**src/rtl/ijtag_ovr_fi_tdr_if.sv**
```systemverilog
// rtl/ijtag_ovr_fi_tdr_if.sv - IJTAG scan-port bundle for the override/fault-injection TDR
interface ijtag_ovr_fi_tdr_if;
  logic ijtag_sel;
  logic ijtag_ce;
  logic ijtag_se;
  logic ijtag_ue;
  logic ijtag_si;
  logic ijtag_so;

  modport master (
    output ijtag_sel, ijtag_ce, ijtag_se, ijtag_ue, ijtag_si,
    input  ijtag_so
  );

  modport slave (
    input  ijtag_sel, ijtag_ce, ijtag_se, ijtag_ue, ijtag_si,
    output ijtag_so
  );
endinterface

```
**src/rtl/ijtag_ovr_fi_tdr.sv**
```systemverilog
// rtl/ijtag_ovr_fi_tdr.sv - IJTAG TDR with functional override and timed fault injection
module ijtag_ovr_fi_tdr #(
  parameter int N     = 3,
  parameter int OBS_W = 4,
  parameter int CNT_W = 8
) (
  input  logic                clk,
  input  logic                nRst,
  ijtag_ovr_fi_tdr_if.slave   bus,
  input  logic [N-1:0]        func_in,
  input  logic [OBS_W-1:0]    obs_in,
  output logic [N-1:0]        data_out,
  output logic                fi_en,
  output logic                fi_busy
);

  localparam int L = N + CNT_W + 3;

  logic [L-1:0]     sr;
  logic [L-1:0]     ur;
  logic [L-1:0]     sr_cap;
  logic [CNT_W-1:0] timer;
  logic [CNT_W-1:0] timer_nxt;

  // Update-register fields
  logic [N-1:0]     ovr_data;
  logic             mux_sel;
  logic             fi_req;
  logic             fi_mode;
  logic [CNT_W-1:0] fi_count;

  // Fields of the shift register as they would land in UR on an update
  logic             sr_req;
  logic             sr_mode;
  logic [CNT_W-1:0] sr_count;
  logic             upd;

  assign ovr_data = ur[N-1:0];
  assign mux_sel  = ur[N];
  assign fi_req   = ur[N+1];
  assign fi_mode  = ur[N+2];
  assign fi_count = ur[N+3 +: CNT_W];

  assign sr_req   = sr[N+1];
  assign sr_mode  = sr[N+2];
  assign sr_count = sr[N+3 +: CNT_W];

  assign upd      = bus.ijtag_sel && bus.ijtag_ue;

  // Capture image: timer activity in bit 0, observed status above it, rest zero
  always_comb begin
    sr_cap          = '0;
    sr_cap[0]       = fi_busy;
    sr_cap[OBS_W:1] = obs_in;
  end

  // Shift register: capture wins over shift; holds when deselected
  always_ff @(posedge clk) begin
    if (!nRst) begin
      sr <= '0;
    end else if (bus.ijtag_sel) begin
      if (bus.ijtag_ce) begin
        sr <= sr_cap;
      end else if (bus.ijtag_se) begin
        sr <= {bus.ijtag_si, sr[L-1:1]};
      end
    end
  end

  // Update register: copies the pre-edge shift register regardless of ce/se
  always_ff @(posedge clk) begin
    if (!nRst) begin
      ur <= '0;
    end else if (upd) begin
      ur <= sr;
    end
  end

  // Pulse timer: an update reloads or clears it, level mode pins it at zero,
  // otherwise it counts down and stops at zero
  always_comb begin
    timer_nxt = timer;
    if (upd) begin
      if (sr_mode && sr_req && (sr_count != '0)) begin
        timer_nxt = sr_count;
      end else begin
        timer_nxt = '0;
      end
    end else if (!fi_mode) begin
      timer_nxt = '0;
    end else if (timer != '0) begin
      timer_nxt = timer - CNT_W'(1);
    end
  end

  // Timer state register
  always_ff @(posedge clk) begin
    if (!nRst) begin
      timer <= '0;
    end else begin
      timer <= timer_nxt;
    end
  end

  assign fi_busy     = (timer != '0);
  assign fi_en       = fi_mode ? fi_busy : fi_req;
  assign data_out    = mux_sel ? ovr_data : func_in;
  assign bus.ijtag_so = sr[0];

  // fi_count is consumed only through the update path (sr_count)
  logic unused_ok;
  assign unused_ok = ^fi_count;

endmodule

```
**src/flat_wrapper.sv**
```systemverilog
// flat-port wrapper written by rule: the top's interface ports become plain ports
module ijtag_ovr_fi_tdr_flat 
#(
  parameter int N     = 3,
  parameter int OBS_W = 4,
  parameter int CNT_W = 8
)
  (clk, nRst, func_in, obs_in, data_out, fi_en, fi_busy, bus_ijtag_sel, bus_ijtag_ce, bus_ijtag_se, bus_ijtag_ue, bus_ijtag_si, bus_ijtag_so);
  ijtag_ovr_fi_tdr_if bus_i ();
  input  logic clk;
  input  logic nRst;
  input  logic [N-1:0] func_in;
  input  logic [OBS_W-1:0] obs_in;
  output logic [N-1:0] data_out;
  output logic fi_en;
  output logic fi_busy;
  input wire logic [$bits(bus_i.ijtag_sel)-1:0] bus_ijtag_sel;
  input wire logic [$bits(bus_i.ijtag_ce)-1:0] bus_ijtag_ce;
  input wire logic [$bits(bus_i.ijtag_se)-1:0] bus_ijtag_se;
  input wire logic [$bits(bus_i.ijtag_ue)-1:0] bus_ijtag_ue;
  input wire logic [$bits(bus_i.ijtag_si)-1:0] bus_ijtag_si;
  output wire logic [$bits(bus_i.ijtag_so)-1:0] bus_ijtag_so;
  assign bus_i.ijtag_sel = bus_ijtag_sel;
  assign bus_i.ijtag_ce = bus_ijtag_ce;
  assign bus_i.ijtag_se = bus_ijtag_se;
  assign bus_i.ijtag_ue = bus_ijtag_ue;
  assign bus_i.ijtag_si = bus_ijtag_si;
  assign bus_ijtag_so = bus_i.ijtag_so;
  ijtag_ovr_fi_tdr #(.N(N), .OBS_W(OBS_W), .CNT_W(CNT_W)) u_core (.clk(clk), .nRst(nRst), .bus(bus_i), .func_in(func_in), .obs_in(obs_in), .data_out(data_out), .fi_en(fi_en), .fi_busy(fi_busy));
endmodule
```
**config.mk**
```make
export PLATFORM = sky130hd
export DESIGN_NAME = ijtag_ovr_fi_tdr_flat
export DESIGN_NICKNAME = d
export VERILOG_FILES = /design/src/rtl/ijtag_ovr_fi_tdr_if.sv /design/src/rtl/ijtag_ovr_fi_tdr.sv /design/src/flat_wrapper.sv
export SDC_FILE = /design/constraint.sdc
export NUM_CORES = 1
export LEC_CHECK = 0
export CELL_PAD_IN_SITES_DETAIL_PLACEMENT = 0
export CELL_PAD_IN_SITES_GLOBAL_PLACEMENT = 1
export CORE_MARGIN = 10
export CORE_UTILIZATION = 35
export CTS_CLUSTER_DIAMETER = 120
export DETAILED_ROUTE_END_ITERATION = 8
export DONT_BUFFER_PORTS = 1
export PLACE_DENSITY = 0.73
export SLEW_MARGIN = 25
export SYNTH_ARGS = -nofsm -noshare
export SYNTH_HDL_FRONTEND = slang
export SYNTH_SLANG_ARGS = --single-unit
```
**constraint.sdc**
```tcl
create_clock -name clk -period 1.3 [get_ports clk]
set_input_delay 0.065 -clock clk [delete_from_list [all_inputs] [get_ports clk]]
set_output_delay 0.065 -clock clk [all_outputs]
set_load 0.02 [all_outputs]
```
== After elaboration in Yosys (flattened, before gate mapping) ==
Index checks and enable logic that the tools add are counted.

* Muxes and demuxes: 8
* Equality and inequality tests: 1
* Reductions and logical operators: 7
* Add/subtract/negate cells: 1

{| class="wikitable"
|+ Operators by type and width
! kind !! count
|-
| $mux W8 || 4
|-
| $mux W14 || 2
|-
| $reduce_bool A8 Y1 || 2
|-
| $sub A8 B1 Y8 const B || 1
|-
| $logic_and A1 B1 Y1 || 3
|-
| $mux W3 || 1
|-
| $ne A3 B2 Y1 const B || 1
|-
| $reduce_and A2 Y1 || 1
|-
| $reduce_bool A2 Y1 || 1
|-
| $mux W1 || 1
|}

* Bits in registers: 28
* Logic and storage cells: 20
* Bits of input ports: 14
* Output and inout port bits: 6

== Longest topological paths before layout ==
* Depth in word-level cells: 4
* Gate-level depth with buffers: 6
* Mapped depth without buffers: 6

== Worst setup path before layout ==
No wires, ideal clock.

* Path type: reg2out
* Start point: register u_core.timer[2]
* End point: output port fi_en
* Buffers on the path: 0
* Arrival time: 1323 ps
* Stages on the path, launching flop included: 4
* Data required time: 1235 ps
* Slack: -88 ps
* Cells stage by stage: dfxtp_1 -> nor4_4 -> nand3_1 -> mux2_2

* Cells in the longest elaborated chain, start to end: 2

{| class="wikitable"
|+ Ends and longest elaborated chain
! item !! line !! text
|-
| from (decl) || ijtag_ovr_fi_tdr.sv:22 || <nowiki>logic [CNT_W-1:0] timer;</nowiki>
|-
| from (signal assigned) || ijtag_ovr_fi_tdr.sv:101 || <nowiki>timer <= timer_nxt;</nowiki>
|-
| $reduce_bool A8 Y1 || ijtag_ovr_fi_tdr.sv:105 || <nowiki>assign fi_busy = (timer != '0);</nowiki>
|-
| net fi_busy || flat_wrapper.sv:16 || <nowiki>output logic fi_busy;</nowiki>
|-
| $mux W1 || ijtag_ovr_fi_tdr.sv:106 || <nowiki>assign fi_en = fi_mode ? fi_busy : fi_req;</nowiki>
|-
| to (decl) || flat_wrapper.sv:15 || <nowiki>output logic fi_en;</nowiki>
|}

The timed path passes the listed nets, and every way through them passes these cells.

== Worst setup path after layout ==
* Start point: register u_core.timer[2]
* End point: output port fi_en

* Cells in the longest elaborated chain, start to end: 2

{| class="wikitable"
|+ Ends and longest elaborated chain
! item !! line
|-
| $reduce_bool A8 Y1 || ijtag_ovr_fi_tdr.sv:105
|-
| $mux W1 || ijtag_ovr_fi_tdr.sv:106
|}

Every way passes these cells.

==> run summary <==
The number of pins with negative max-slew slack in the final report was 0; the count of cell types in the netlist was 30. Number of design rule violations left after detail routing: 0. The initial utilization of the core area, before any placement, comes to 36.3%. The repair_antennas step left the layout with diodes totalling 0. The vias per cell was 5.29; the flip-flop and latch count after synthesis was 28.

The most common cell in the synthesized netlist is sky130_fd_sc_hd__dfxtp_1. The arrival time at the worst endpoint is 1430 ps. For the number of hold violations in the final report, the log shows 0. In this run the mean area of a mapped cell was 8.91 um2. The first detailed-routing pass ran for 4 iterations. The final critical path time including I/O delays and setup is 1500 ps. The total of warnings raised by yosys is 0. The horizontal die dimension works out to 81.6 um. In this run the core area contains 22 standard-cell rows. After clock tree synthesis, the clock-pin slew on the worst setup and hold paths is 90 ps.

Count of maximum capacitance violations: 0. The via count of the first global-routing pass is 1119. The worst setup path is launched from a flip-flop.

The maximum fanout count along the critical path works out to 3. For the worst-skew pair, the clock arrives at the later sink with an insertion delay of 270 ps. Dividing the final minimum period by the clock period gives 115%.

The run gives 42.2% as the sequential area share after synthesis. The total global routing track utilization was 10.1%; the I/O pin count was 20. The tools report the total standard cell area after synthesis as 0.00133 mm2. Flip-flop cell with the highest count after synthesis: sky130_fd_sc_hd__dfxtp_1. The biggest area consumer among synthesized cells is sky130_fd_sc_hd__dfxtp_1. Setup total negative slack on the finished layout was measured at -937 ps.

The logs give 2 for the deepest clock path buffer count and 149 for the instance count of the mapped netlist. The tools report the residual overflow from global routing as 0. For this design the static power due to leakage is 0.629 nW. From synthesis to final layout, the design area changed by 22.1%. After detailed routing, the average wire length per cell comes to 15.4 um. Routability-driven placement finished with a final weighted congestion of 0.811.

The measured slew at the worst slew-check pin is 781 ps. Entering global routing, the biggest net connects 25 pins. The share of flip-flops with an asynchronous set or reset works out to 0%.

For this block, the initial DRC count from the detailed router was 56. Measured along the y axis, the die boundary spans 81.6 um. The top cell type by area accounts for 42.2% of the synthesized area. The number of nets handed over by synthesis was 165. Cells with a size suffix above 1 make up 20.0% of the layout. The final setup violation count was 11; the required time at the worst-slack endpoint was 1240 ps.

Clock tree synthesis selected as its root buffer the cell sky130_fd_sc_hd__clkbuf_8. Counting instances in the post-synthesis netlist gives the leading cell types as 28 x sky130_fd_sc_hd__dfxtp_1, 25 x sky130_fd_sc_hd__nand2_1, 15 x sky130_fd_sc_hd__a21boi_0. The first global-routing pass estimated 5.35 mm of wire. Counting flops with a built-in enable in the synthesized netlist gives 0. Yosys attributes the largest share of cell area to sky130_fd_sc_hd__dfxtp_1 42%, sky130_fd_sc_hd__a21boi_0 8.5%, sky130_fd_sc_hd__nand2_1 7.1%. Setup repair after global routing could not meet its margin everywhere. CTS buffer count: 3. The placeable core area came out at 0.00366 mm2.

The run gives 3.28 mm as the final routed wirelength across all metal layers. The run gives 2.34 mm as the sum of net half-perimeters after detailed placement. STA classifies the critical path endpoint as an output port.

The path class of the tightest hold or removal check is primary input to flip-flop. The logs give -197 ps for the final setup slack of the worst path and 1127 for the total number of vias. TritonCTS built the clock tree.

The total die area was 0.00666 mm2. The clock net in this run drives a total of 28 sinks. The final reports fail on negative setup slack. The port buffer count is 0. The worst pin sits at a relative slew slack of 47.7%. Class of the most critical setup path: flip-flop to output port. The final layout contains 182 nets. Count of H-tree levels built during CTS: 1. The flow ran to the end, but the final reports show violations. Between clock sinks in the finished design, the worst skew comes to 1.89 ps. The count of antenna-violating nets left after detailed routing came out at 0. The power density relative to cell area is 1040 mW/mm2, and the maximum resistive drop on vdd is 0.728 mV. The number of antenna violations at the first check in global routing is 0, and the worst hold slack after final layout is 18.0 ps. For this run, the top clock speed supported by timing is 0.668 GHz.
[state kept, by name (all words and copies together) (netlist names)]
register      cells
u_core.timer      8
u_core.ur         6
u_core.sr        14
[cell families after synthesis]
family,share of synthesized area [%]
adders and majority gates,1.88
buffers and inverters,3.58
and+or+nand+nor,23.2
DFF,42.2
muxes,5.65
AOI/OAI and AO/OA,21.5
xor gates and xnor gates,1.98
[area by class of cell]
class | instances | area (um2)
clock buffers | 3 | 41.3
clock inverters | 1 | 30.0
fillers | 368 | 2040
inverters | 3 | 11.3
multi-input cells | 110 | 746
flip-flops and latches | 28 | 567
well taps | 48 | 60.1
repair buffers | 20 | 166
[timing repair]
item / 4_1_cts / 5_1_grt
endpoints found under the hold margin: 25 / 0
buffers inserted: 3 / 0
pin swaps: 6 / 2
hold buffers: 5 / 0
endpoints found under the setup margin: 10 / 11
resized for setup: 7 / 4
[critical path: stages (launching register included)]
cell                      delay (ps)
sky130_fd_sc_hd__dfxtp_2         350
sky130_fd_sc_hd__nor4_4          300
sky130_fd_sc_hd__buf_4           160
sky130_fd_sc_hd__nand3_2          50
sky130_fd_sc_hd__mux2_4          300
[where the power goes]
group	internal [mW]	switching [mW]
Clock	0.412	0.261
Combinational	0.0520	0.0679
Sequential	0.871	0.0153
Total	1.34	0.345
[path summary, 6_finish.rpt]
| kind | from | to | slack [ps] | cells past startpoint |
|---|---|---|---|---|
| setup / recovery | u_core.timer[2] | fi_en | -200 | 4 |
| hold / removal | bus_ijtag_ce | u_core.sr[3] | 20 | 2 |
| setup reg to reg | u_core.timer[2] | u_core.timer[6] | -100 | 5 |
| hold reg to reg | u_core.ur[0] | u_core.ur[0] | 470 | 2 |
[metal layers]
metal / vias to the layer above / share of wire (%) / global-route usage, % / wire [um]
met3: 2 / 6.5 / 3.71 / 212
met5: - / 0 / 0 / 0
met4: 0 / 0.52 / 2.04 / 17
met2: 22 / 45 / 14.7 / 1470
met1: 539 / 48 / 14.0 / 1580
li1: 564 / - / - / -
[layout by cell type, fill, tap and decap left out, types with 4 or more instances in the layout]
cell type                        n
sky130_fd_sc_hd__nor2_1          7
sky130_fd_sc_hd__o211a_1         4
sky130_fd_sc_hd__a22oi_1         4
sky130_fd_sc_hd__nand3_1         9
sky130_fd_sc_hd__nand2_1        24
sky130_fd_sc_hd__a21boi_0       15
sky130_fd_sc_hd__dfxtp_1        25
sky130_fd_sc_hd__buf_4          14
sky130_fd_sc_hd__dlygate4sd3_1   5
sky130_fd_sc_hd__nand3b_1        9
[per-stage QoR]
| stage | instance area (um2) | total power, mW | instances | util [%] | setup WS (ps) |
|---|---|---|---|---|---|
| after floorplan | 1340 | 0.999 | 149 | - | -1.95 |
| after global placement | 1450 | 0.994 | 201 | 39.6 | -13.3 |
| after detailed placement | 1450 | 0.996 | 201 | 39.6 | -81.1 |
| after CTS | 1610 | 1.70 | 213 | 43.9 | -223 |
| after global routing | 1620 | 1.74 | 213 | 44.3 | -282 |
| final | 1620 | 1.68 | 213 | 44.3 | -197 |
(Power assumes the default switching activity.)
